## src/rtl/bin2seg_pkg.sv

```systemverilog
// Shared types and constants for the 8-digit value-to-segment formatter.
// Segment patterns are active-low with bit0 = a ... bit6 = g, bit7 = dp.
package bin2seg_pkg;

  typedef enum logic [1:0] {
    IDLE,
    CONV,
    ENCODE
  } state_t;

  localparam logic [7:0] SEG_BLANK = 8'hFF;
  localparam logic [7:0] SEG_DASH  = 8'hBF;

  localparam logic [31:0] DEC_MAX = 32'd99_999_999;

  // Index n holds the glyph for nibble n (0 at the right end of the literal).
  localparam logic [15:0][7:0] FONT = {
    8'h8E, 8'h86, 8'hA1, 8'hC6, 8'h83, 8'h88, 8'h90, 8'h80,
    8'hF8, 8'h82, 8'h92, 8'h99, 8'hB0, 8'hA4, 8'hF9, 8'hC0
  };

endpackage

```

## src/rtl/hex7seg.sv

```systemverilog
// Combinational nibble-to-glyph lookup; the decimal point is always off here
// and is applied later by the display block.
module hex7seg
  import bin2seg_pkg::*;
(
  input  logic [3:0] digit,
  output logic [7:0] seg
);

  assign seg = {1'b1, FONT[digit][6:0]};

endmodule

```

## src/rtl/bin2seg_display.sv

```systemverilog
// Converts a captured 32-bit value to eight registered seven-segment patterns,
// either as hex nibbles or via a 32-step shift-add-3 binary-to-BCD conversion.
module bin2seg_display
  import bin2seg_pkg::*;
(
  input  logic        clk,
  input  logic        rst_n,
  input  logic        start,
  input  logic [31:0] value,
  input  logic        dec_mode,
  input  logic        blank_lz,
  input  logic [7:0]  dp_mask,
  output logic        busy,
  output logic        done,
  output logic        overflow,
  output logic [7:0]  LED0,
  output logic [7:0]  LED1,
  output logic [7:0]  LED2,
  output logic [7:0]  LED3,
  output logic [7:0]  LED4,
  output logic [7:0]  LED5,
  output logic [7:0]  LED6,
  output logic [7:0]  LED7
);

  state_t      state, state_next;
  logic [31:0] value_q;
  logic [31:0] bin_q;
  logic [31:0] bcd_q;
  logic [31:0] bcd_adj;
  logic [4:0]  iter_q;
  logic        dec_q;
  logic        blank_q;
  logic [7:0]  dp_q;
  logic [7:0]  led_q    [8];
  logic [7:0]  led_next [8];
  logic [7:0]  font_seg [8];
  logic [3:0]  digit    [8];
  logic        leading;

  always_ff @(posedge clk) begin
    if (!rst_n) state <= IDLE;
    else        state <= state_next;
  end

  always_comb begin
    state_next = state;
    case (state)
      IDLE: begin
        if (start) begin
          if (!dec_mode || value > DEC_MAX) state_next = ENCODE;
          else                              state_next = CONV;
        end
      end
      CONV:    if (iter_q == 5'd31) state_next = ENCODE;
      ENCODE:  state_next = IDLE;
      default: state_next = IDLE;
    endcase
  end

  // Shift-add-3 correction: any BCD nibble of 5 or more would exceed 9 after the shift.
  always_comb begin
    bcd_adj = '0;
    for (int i = 0; i < 8; i++) begin
      if (bcd_q[4*i +: 4] >= 4'd5) bcd_adj[4*i +: 4] = bcd_q[4*i +: 4] + 4'd3;
      else                         bcd_adj[4*i +: 4] = bcd_q[4*i +: 4];
    end
  end

  always_ff @(posedge clk) begin
    if (!rst_n) begin
      value_q  <= '0;
      bin_q    <= '0;
      bcd_q    <= '0;
      iter_q   <= '0;
      dec_q    <= 1'b0;
      blank_q  <= 1'b0;
      dp_q     <= '0;
      busy     <= 1'b0;
      done     <= 1'b0;
      overflow <= 1'b0;
      for (int i = 0; i < 8; i++) led_q[i] <= SEG_BLANK;
    end else begin
      done <= 1'b0;
      case (state)
        IDLE: begin
          if (start) begin
            value_q  <= value;
            bin_q    <= value;
            dec_q    <= dec_mode;
            blank_q  <= blank_lz;
            dp_q     <= dp_mask;
            busy     <= 1'b1;
            overflow <= dec_mode && (value > DEC_MAX);
            bcd_q    <= '0;
            iter_q   <= '0;
          end
        end
        CONV: begin
          {bcd_q, bin_q} <= {bcd_adj[30:0], bin_q, 1'b0};
          iter_q         <= iter_q + 5'd1;
        end
        ENCODE: begin
          for (int i = 0; i < 8; i++) led_q[i] <= led_next[i];
          done <= 1'b1;
          busy <= 1'b0;
        end
        default: ;
      endcase
    end
  end

  always_comb begin
    for (int i = 0; i < 8; i++) begin
      if (dec_q) digit[i] = bcd_q[28 - 4*i +: 4];
      else       digit[i] = value_q[28 - 4*i +: 4];
    end
  end

  for (genvar g = 0; g < 8; g++) begin : g_font
    hex7seg u_font (
      .digit (digit[g]),
      .seg   (font_seg[g])
    );
  end

  // Leftmost digit first; the rightmost digit is never blanked so zero still shows.
  always_comb begin
    leading = 1'b1;
    for (int i = 0; i < 8; i++) begin
      led_next[i] = font_seg[i];
      if (overflow) begin
        led_next[i] = SEG_DASH;
      end else if (blank_q && leading && digit[i] == 4'd0 && i != 7) begin
        led_next[i] = SEG_BLANK;
      end
      if (digit[i] != 4'd0) leading = 1'b0;
      if (dp_q[i]) led_next[i][7] = 1'b0;
    end
  end

  assign LED0 = led_q[0];
  assign LED1 = led_q[1];
  assign LED2 = led_q[2];
  assign LED3 = led_q[3];
  assign LED4 = led_q[4];
  assign LED5 = led_q[5];
  assign LED6 = led_q[6];
  assign LED7 = led_q[7];

endmodule

```

## config.mk

```make
export PLATFORM = sky130hd
export DESIGN_NAME = bin2seg_display
export DESIGN_NICKNAME = d
export VERILOG_FILES = /design/src/rtl/bin2seg_pkg.sv /design/src/rtl/hex7seg.sv /design/src/rtl/bin2seg_display.sv
export SDC_FILE = /design/constraint.sdc
export NUM_CORES = 1
export LEC_CHECK = 0
export CAP_MARGIN = 20
export CORE_ASPECT_RATIO = 1.4
export CORE_UTILIZATION = 40
export DETAILED_ROUTE_END_ITERATION = 16
export GPL_TIMING_DRIVEN = 0
export SLEW_MARGIN = 20
export SYNTH_ARGS = -nofsm -noshare
export SYNTH_HDL_FRONTEND = slang
export SYNTH_HIERARCHICAL = 1
export SYNTH_SLANG_ARGS = --single-unit
```

## constraint.sdc

```tcl
create_clock -name clk -period 11.9 [get_ports clk]
set_input_delay 1.785 -clock clk [delete_from_list [all_inputs] [get_ports clk]]
set_output_delay 1.785 -clock clk [all_outputs]
set_load 0.05 [all_outputs]
```

After elaboration in Yosys (flattened, before gate mapping)
Memories as Yosys holds them, arrays and structs flattened.
Index checks and enable logic that the tools add are counted.
{"block": "classes", "n_mux": 77, "reduce_logical": 36, "bitwise_logic": 8, "magnitude_cmp": 17, "eq_ne": 5, "add_sub_neg": 9}
{"operator": "7-bit 2-to-1 mux", "n": 23}
{"operator": "32-bit one-hot mux with 2 select lines", "n": 2}
{"operator": "32-bit 2-to-1 mux", "n": 2}
{"operator": "8-bit 2-to-1 mux", "n": 8}
{"operator": "4-bit 2-to-1 mux", "n": 15}
{"operator": "4-bit by 5-bit < comparator with 1-bit output (second input constant)", "n": 8}
{"operator": "4-bit by 3-bit >= comparator with 1-bit output (second input constant)", "n": 8}
{"operator": "32-bit by 27-bit greater-than comparator with 1-bit output (second input constant)", "n": 1}
{"operator": "4-bit by 2-bit adder with 4-bit output (second input constant)", "n": 7}
{"operator": "4-bit logical NOT", "n": 7}
{"operator": "4-bit nonzero test", "n": 6}
{"operator": "1-bit 2-to-1 mux", "n": 19}
{"operator": "1-bit logical AND", "n": 14}
{"operator": "5-bit one-hot mux with 2 select lines", "n": 1}
{"operator": "1-bit bitwise OR", "n": 8}
{"operator": "2-bit AND reduction", "n": 4}
{"operator": "2-bit 2-to-1 mux", "n": 3}
{"operator": "5-bit by 1-bit adder with 5-bit output (second input constant)", "n": 1}
{"operator": "5-bit == test (second input constant)", "n": 1}
{"operator": "5-bit 2-to-1 mux", "n": 1}
{"operator": "2-bit != test (second input constant)", "n": 2}
{"operator": "2-bit one-hot mux with 2 select lines", "n": 1}
{"operator": "2-bit nonzero test", "n": 2}
{"operator": "3-bit by 2-bit adder with 3-bit output (second input constant)", "n": 1}
{"operator": "7 further kinds", "n": 7}
{"block": "totals", "romBits": 1024, "output_inout_bits": 67, "ff_bits": 116, "mem_bits_rw": 64, "mem_count": 9, "inputBits": 45}
{"memory": "(no name shown)", "words": 16, "width": 8, "read_ports": 1, "rd_clocked_by_memory_dff": 0, "write_ports": 0, "line_no": "hex7seg.sv:10", "text": "assign seg = {1'b1, FONT[digit][6:0]};"}
{"memory": "(no name shown)", "words": 16, "width": 8, "read_ports": 1, "rd_clocked_by_memory_dff": 0, "write_ports": 0, "line_no": "hex7seg.sv:10"}
{"memory": "(no name shown)", "words": 16, "width": 8, "read_ports": 1, "rd_clocked_by_memory_dff": 0, "write_ports": 0, "line_no": "hex7seg.sv:10"}
{"memory": "(no name shown)", "words": 16, "width": 8, "read_ports": 1, "rd_clocked_by_memory_dff": 0, "write_ports": 0, "line_no": "hex7seg.sv:10"}
{"memory": "(no name shown)", "words": 16, "width": 8, "read_ports": 1, "rd_clocked_by_memory_dff": 0, "write_ports": 0, "line_no": "hex7seg.sv:10"}
{"memory": "(no name shown)", "words": 16, "width": 8, "read_ports": 1, "rd_clocked_by_memory_dff": 0, "write_ports": 0, "line_no": "hex7seg.sv:10"}
{"memory": "+3 memories"}

Logic depth before layout (Yosys ltp)
Gate-level depths: netlist (run 1).
{"block": "depth", "ltp_word": 13, "ltp_mapped": 10, "mapped_depth_nobuf": 7}

Modules after synthesis
The synthesis (run 1) kept the hierarchy.
{"mod": "bin2seg_display", "cells_per_inst": 888, "seq_area_each_um2": 4244.1, "area_per_inst_um2": 8376.8, "n_inst": 1}
{"mod": "hex7seg at g_font[0].u_font ...", "cells_per_inst": 34, "seq_area_each_um2": 0.0, "area_per_inst_um2": 286.5, "n_inst": 7}
{"mod": "hex7seg at g_font[6].u_font", "cells_per_inst": 35, "seq_area_each_um2": 0.0, "area_per_inst_um2": 285.3, "n_inst": 1}

Least setup slack after synthesis (run 1)
OpenSTA, ideal clock, no wires.
{"block": "synth_path", "path_kind": "register to register", "from": "register state[0]", "to": "memory led_q[0][0] (enable)", "synth_period_minus_slack_ns": 5.805, "t_arrival_ns": 5.228, "stages_incl_launch_ff": 4, "n_path_buf": 2, "path_slack_ns": 6.095, "t_required_ns": 11.323, "setup_time_ns": 0.577, "cell_sequence": "dfxtp_1 clkbuf_1 clkbuf_1 o21ai_0"}
{"item": "start, declared", "line_no": "bin2seg_display.sv:26", "text": "state_t state, state_next;"}
{"item": "start signal, assigned", "line_no": "bin2seg_display.sv:43", "text": "else state <= state_next;"}
{"item": "end, declared", "line_no": "bin2seg_display.sv:35", "text": "logic [7:0] led_q [8];"}

==> flow_metrics.env, run 1 <==
export IMPL_antennaDiodeCount=0
export IMPL_start_kind="primary input"
export IMPL_portBuffers=110
export IMPL_relSlewSlack_pct=44.7
export IMPL_reg2reg_from="dec_q"
export IMPL_wl_um=26300
export IMPL_total_leakage_power_uw=0.00468
export IMPL_wl_per_cell_um=16.1
export IMPL_vias_per_cell=5.18
export IMPL_status="completed"
export IMPL_dp_hpwl_um=20100
export IMPL_syn_area_sq_mm=0.0107
export IMPL_async_flop_share_pct=0
export IMPL_cp_slowest_cell="clkdlybuf4s50_1"
export IMPL_regArea_sq_mm=0.00424
export IMPL_post_cts_buffers=0
export IMPL_fmax_ghz=0.246
export IMPL_skew_ns=0.0167
export IMPL_cts_reportedPaths_clkPinSlew_ns=0.07
export IMPL_initial_utilization_pct=40.7
export IMPL_rsz0062_at_grt="false"
export IMPL_critPathBufInv=2
export IMPL_synthCells=1161
export IMPL_cp_top_family="simple AND/OR/NAND/NOR gates"
export IMPL_die_h_um=195
export IMPL_hold_depth=2
export IMPL_routabilityCongestion=0.844
export IMPL_fin_crit_ns=4.06
export IMPL_synthTopCellsByArea="dfxtp_1 22%, edfxtp_1 18%, ha_1 8.7%"
export IMPL_drt_first_pass_iters=5
export IMPL_synth_top_area_cell="dfxtp_1"
export IMPL_synth_commonest_cells="137 x nand2_1, 116 x dfxtp_1, 113 x o21ai_0, 86 x nor2_1, 74 x ha_1"
export IMPL_finalNetCount=1412
export IMPL_grt_pass1_wl_um=43100
export IMPL_cts_sink_count=180
export IMPL_crit_path_cell_trace="clkdlybuf4s50_1 -> nor2b_1 -> nand3_1 -> clkbuf_1 -> or3_2"
export IMPL_max_cap_violations=0
export IMPL_ant_nets=0
export IMPL_finalMaxSlewViolations=0
export IMPL_synth_area_per_cell_sq_um=9.19
export IMPL_grt_pass1_vias=8259
export IMPL_synth_top_area_share_pct=21.8
export IMPL_core_area_sq_mm=0.0262
export IMPL_required_ns=12.08
export IMPL_path_class="primary input to flop"
export IMPL_total_power_uw=1520
export IMPL_period_share_pct=34.1
export IMPL_grt_max_degree=22
export IMPL_syn_num_nets=1280
export IMPL_htreeDepth=4
export IMPL_clock_latency_ns=0.45
export IMPL_die_area_sq_mm=0.0273
export IMPL_num_vias=8448
export IMPL_placed_area_sq_mm=0.0123
export IMPL_ir_drop_mv=0.110
export IMPL_num_rows=70
export IMPL_nFillCells=2483
export IMPL_worst_pin_slew_ns=0.829
export IMPL_hold_path_class="flop to flop"
export IMPL_cts_buffer_depth=2
export IMPL_drcViolationCount=0
export IMPL_setup_violations_final=0
export IMPL_yosys_register_bits=180
export IMPL_dieWidth_um=140
export IMPL_worstHoldEndpoint="dp_q[3]"
export IMPL_rr_worst_depth=9
export IMPL_multi_input_area_sq_mm=0.00584
export IMPL_cp_arrival_ns=4.24
export IMPL_yosys_warnings=6
export IMPL_synth_most_common_cell="nand2_1"
export IMPL_drtIter0Drc=362
export IMPL_drive_above_1_share_pct=10.6
export IMPL_yosys_most_used_dff="dfxtp_1"
export IMPL_area_growth_pct=20.5
export IMPL_io_pins=112
export IMPL_grt_usage_pct=20.1
export IMPL_worst_r2r_endpoint="led_q[0][3]"
export IMPL_cts_made_buffers=17
export IMPL_cp_end_kind="flop"
export IMPL_crit_path_max_incr_delay_ns=0.70
export IMPL_overflow=0
export IMPL_antenna_found_initial=0
export IMPL_hold_viol=0
export IMPL_cp_max_fo=10
export IMPL_synth_seq_area_share_pct=39.8
export IMPL_cts_resized=0
export IMPL_stdcell_area_sq_mm=0.0128
export IMPL_tns_ns=0
export IMPL_cts_hold_buf=0
export IMPL_cts_root_buf="clkbuf_16"
export IMPL_min_from="dp_q[3]"
export IMPL_ys_types=61
export IMPL_synth_edf_count=64
export IMPL_reg2reg_slack_ns=8.46
export IMPL_powerDensity_mw_per_mm2=118
export IMPL_cts_tree="built"
[flip-flops by register name (all words and copies together) (netlist names)]
signal	flops
busy	1
bin_q	32
dec_q	1
iter_q	5
state	2
done	1
bcd_q	32
led_q	64
blank_q	1
value_q	32
overflow	1
dp_q	8
[tightest hold or removal path, cell delays in order, from the launching register on]
cell and delay (ns):
dfxtp_1 0.31, nand2_1 0.05, a21boi_0 0.06
[layout by cell type (no fill, tap or decap), types with 7 or more instances in the layout]
cell type,instances
inv_1,44
nor3_1,18
mux4_1,8
conb_1,8
and2b_2,7
dfxtp_1,116
buf_4,8
clkbuf_16,17
nor2_1,86
a22oi_1,12
clkdlybuf4s50_1,110
or3b_1,7
a21boi_0,51
nand2_1,137
buf_2,9
or3_1,24
a22o_1,15
a32o_1,8
buf_6,10
mux2_2,45
nand3_1,15
xor2_1,7
a21oi_1,60
and2_1,8
mux2i_1,35
nor4_1,8
edfxtp_1,64
o21ai_0,112
nor2b_1,22
ha_1,74
xnor2_1,8
clkbuf_1,54
nand2b_1,25
[report_power, final]
group          leakage [uW]  switching [uW]  internal (uW)
clock              0.000290             277            282
combinational       0.00292             164            110
sequential          0.00147            15.6            669
total               0.00468             457           1060
[per-layer routing]
metal  up-vias  routed length, um  track usage (%)
li1       4306                  -                -
met3        30                783             2.94
met5         -                  0                0
met2       151              13200             36.2
met1      3961              11700             24.1
met4         0                522             7.33
[worst max-delay path by stage]
stage | start | to | slack [ns] | depth (start not counted)
after floorplan | state[0] | led_q[0][0] | 6.10 | 3
after global placement | state[0] | led_q[0][24] | 3.54 | 3
after detailed placement | rst_n | led_q[0][9] | 7.28 | 5
after CTS | rst_n | led_q[0][9] | 7.75 | 5
after global routing | rst_n | led_q[0][10] | 7.68 | 5
final | rst_n | led_q[0][25] | 7.84 | 5
[layout make-up]
| cell class | count | area share (%) |
|---|---|---|
| clock inverter | 15 | 1.22 |
| buffer | 83 | 3.33 |
| sequential | 180 | 33.0 |
| timing repair buffer | 113 | 9.21 |
| multi-input combinational | 853 | 45.4 |
| clock buffer | 17 | 3.31 |
| inverter | 45 | 1.31 |
| tap | 324 | 3.15 |
[stage by stage]
stage | setup slack (ns) | hold slack, ns | std cells | utilization, %
final | 7.84 | 0.466 | 1630 | 49.1
after global routing | 7.68 | 0.499 | 1630 | 49.1
after CTS | 7.75 | 0.468 | 1630 | 49.1
after detailed placement | 7.28 | 0.458 | 1598 | 46.8
after global placement | 3.54 | 0.452 | 1595 | 46.5
after floorplan | 6.10 | 0.440 | 1161 | -
[logic make-up after synthesis]
kind of cell	after synthesis	share of synthesized area (%)
adders and majority gates	74	8.68
DFF	180	39.8
and+or+nand+nor	387	17.9
other	8	0.282
buffers and inverters	128	5.59
AOI/OAI and AO/OA	279	16.2
muxes	90	10.3
xor gates and xnor gates	15	1.23
Power figures use the tool's default switching activity.
==> run 2, diff against run 1 <==
==> constraint.sdc (replaced) <==
create_clock -name clk -period 3.3 [get_ports clk]
set_input_delay 0.495 -clock clk [delete_from_list [all_inputs] [get_ports clk]]
set_output_delay 0.495 -clock clk [all_outputs]
set_load 0.05 [all_outputs]
==> flow_metrics.env, run 2 (synthesis gave the netlist of run 1 again) <==
export IMPL_htreeDepth=4
export IMPL_area_growth_pct=20.5
export IMPL_worst_r2r_endpoint="led_q[0][3]"
export IMPL_layout_common_cells="137 x nand2_1, 116 x dfxtp_1, 112 x o21ai_0"
export IMPL_die_h_um=195
export IMPL_antennaDiodeCount=0
export IMPL_reg2reg_slack_ns=0.14
export IMPL_core_area_sq_mm=0.0262
export IMPL_hold_viol=0
export IMPL_dp_hpwl_um=20200
export IMPL_cts_hold_buf=0
export IMPL_cts_tree="built"
export IMPL_ant_nets=0
export IMPL_setup_violations_final=0
export IMPL_finalMaxSlewViolations=0
export IMPL_total_power_uw=5470
export IMPL_skew_ns=0.0165
export IMPL_hold_path_class="flop to flop"
export IMPL_worstHoldEndpoint="dp_q[7]"
export IMPL_worst_pin_slew_ns=0.798
export IMPL_overflow=0
export IMPL_grt_pass1_wl_um=42600
export IMPL_vias_per_cell=5.20
export IMPL_largest_register_ffs=64
export IMPL_grt_max_degree=27
export IMPL_num_vias=8478
export IMPL_max_cap_violations=0
export IMPL_drtIter0Drc=404
export IMPL_mostFrequentLayoutCell="nand2_1"
export IMPL_io_pins=112
export IMPL_rr_worst_depth=9
export IMPL_reg2reg_from="dec_q"
export IMPL_path_class="flop to flop"
export IMPL_rsz0062_at_grt="false"
export IMPL_hold_depth=2
export IMPL_antenna_found_initial=0
export IMPL_tns_ns=0
export IMPL_total_leakage_power_uw=0.00469
export IMPL_status="completed"
export IMPL_initial_utilization_pct=40.7
export IMPL_cts_sink_count=180
export IMPL_drive_above_1_share_pct=10.7
export IMPL_cp_max_fo=10
export IMPL_ir_drop_mv=0.376
export IMPL_required_ns=3.48
export IMPL_drcViolationCount=0
export IMPL_grt_pass1_vias=8261
export IMPL_dp_cells=1598
export IMPL_cp_arrival_ns=3.34
export IMPL_die_area_sq_mm=0.0273
export IMPL_drt_first_pass_iters=7
export IMPL_post_cts_buffers=0
export IMPL_cts_root_buf="clkbuf_16"
export IMPL_fin_crit_ns=3.16
export IMPL_period_share_pct=95.7
export IMPL_start_kind="flop"
export IMPL_min_from="dp_q[7]"
export IMPL_wl_um=26300
export IMPL_fmax_ghz=0.317
export IMPL_num_rows=70
export IMPL_powerDensity_mw_per_mm2=426
export IMPL_post_route_util_pct=49.1
export IMPL_cts_made_buffers=17
export IMPL_dieWidth_um=140
export IMPL_wl_per_cell_um=16.1
export IMPL_grt_usage_pct=19.8
export IMPL_cp_end_kind="flop"
export IMPL_cts_reportedPaths_clkPinSlew_ns=0.09
export IMPL_finalNetCount=1412
export IMPL_stdcell_count=1630
export IMPL_cts_buffer_depth=2
export IMPL_relSlewSlack_pct=46.8
export IMPL_clock_latency_ns=0.45
export IMPL_regMostFlops="led_q"
export IMPL_portBuffers=110
export IMPL_routabilityCongestion=0.833
## run 2: cell count changes in the layout (fill, tap and decap cells not counted)
cell      change
inv_4         -2
clkbuf_4      +2
inv_8         -1
inv_6         +2
clkinv_4      +1
buf_1         -2
## run 2: timing repair
item / CTS / global route
resized for setup: 2 / 2
endpoints found under the hold margin: 0 / 0
endpoints found under the setup margin: 10 / 2
## run 2: critical path, stage by stage (launching register included)
cell      delay (ns)
dfxtp_1         0.43
buf_6           0.20
buf_2           0.31
clkbuf_4        0.30
mux2_2          0.44
inv_1           0.16
ha_1            0.15
inv_1           0.05
mux4_1          0.46
or3_1           0.38
## run 2: cell type report
type                            count  area [sq um]
Buffer                             83           435
Clock buffer                       17           425
Clock inverter                     15           159
Fill cell                        2497         13300
Inverter                           45           169
Multi-Input combinational cell    853          5840
Sequential cell                   180          4240
Tap cell                          324           405
Timing Repair Buffer              113          1180
## run 2: worst max path at each step
stage              from            to  slack, ns  depth (start not counted)
6_report          dec_q   led_q[0][3]       0.14                          9
2_1_floorplan     dec_q  led_q[0][19]       0.42                          9
4_1_cts           dec_q   led_q[0][3]       0.08                          9
3_3_place_gp   state[0]   led_q[1][6]      -0.68                          3
5_1_grt           dec_q   led_q[0][3]      0.009                          9
3_5_place_dp      dec_q   led_q[0][3]      -0.11                          9
## run 2: layer usage
metal	part of all wire [%]	vias to the layer above	GRT usage, %
met3	3.2	34	2.80
met5	0	-	0
met4	2.2	0	7.41
met1	44	3973	23.9
met2	50	153	35.3
li1	-	4318	-
## run 2: per-stage QoR
step / hold WS, ns / cell area (sq um) / setup WS, ns
2_1_floorplan: 0.440 / 10700 / 0.416
3_3_place_gp: 0.450 / 12200 / -0.681
3_5_place_dp: 0.458 / 12300 / -0.112
4_1_cts: 0.470 / 12900 / 0.0788
5_1_grt: 0.490 / 12900 / 0.00865
6_report: 0.468 / 12900 / 0.141
## run 2: power breakdown
group,switching [uW],internal [uW]
clock network,1000,1020
logic,587,398
registers,56.3,2410
==> run 3, diff against run 2 <==
--- a/config.mk
+++ b/config.mk
@@ -10,6 +10,7 @@
 export CORE_UTILIZATION = 40
 export DETAILED_ROUTE_END_ITERATION = 16
 export GPL_TIMING_DRIVEN = 0
+export HOLD_SLACK_MARGIN = 0.12
 export SLEW_MARGIN = 20
 export SYNTH_ARGS = -nofsm -noshare
 export SYNTH_HDL_FRONTEND = slang
==> results of run 3 <==
No change in the layout: final DEF, timing and power equal those of run 2.
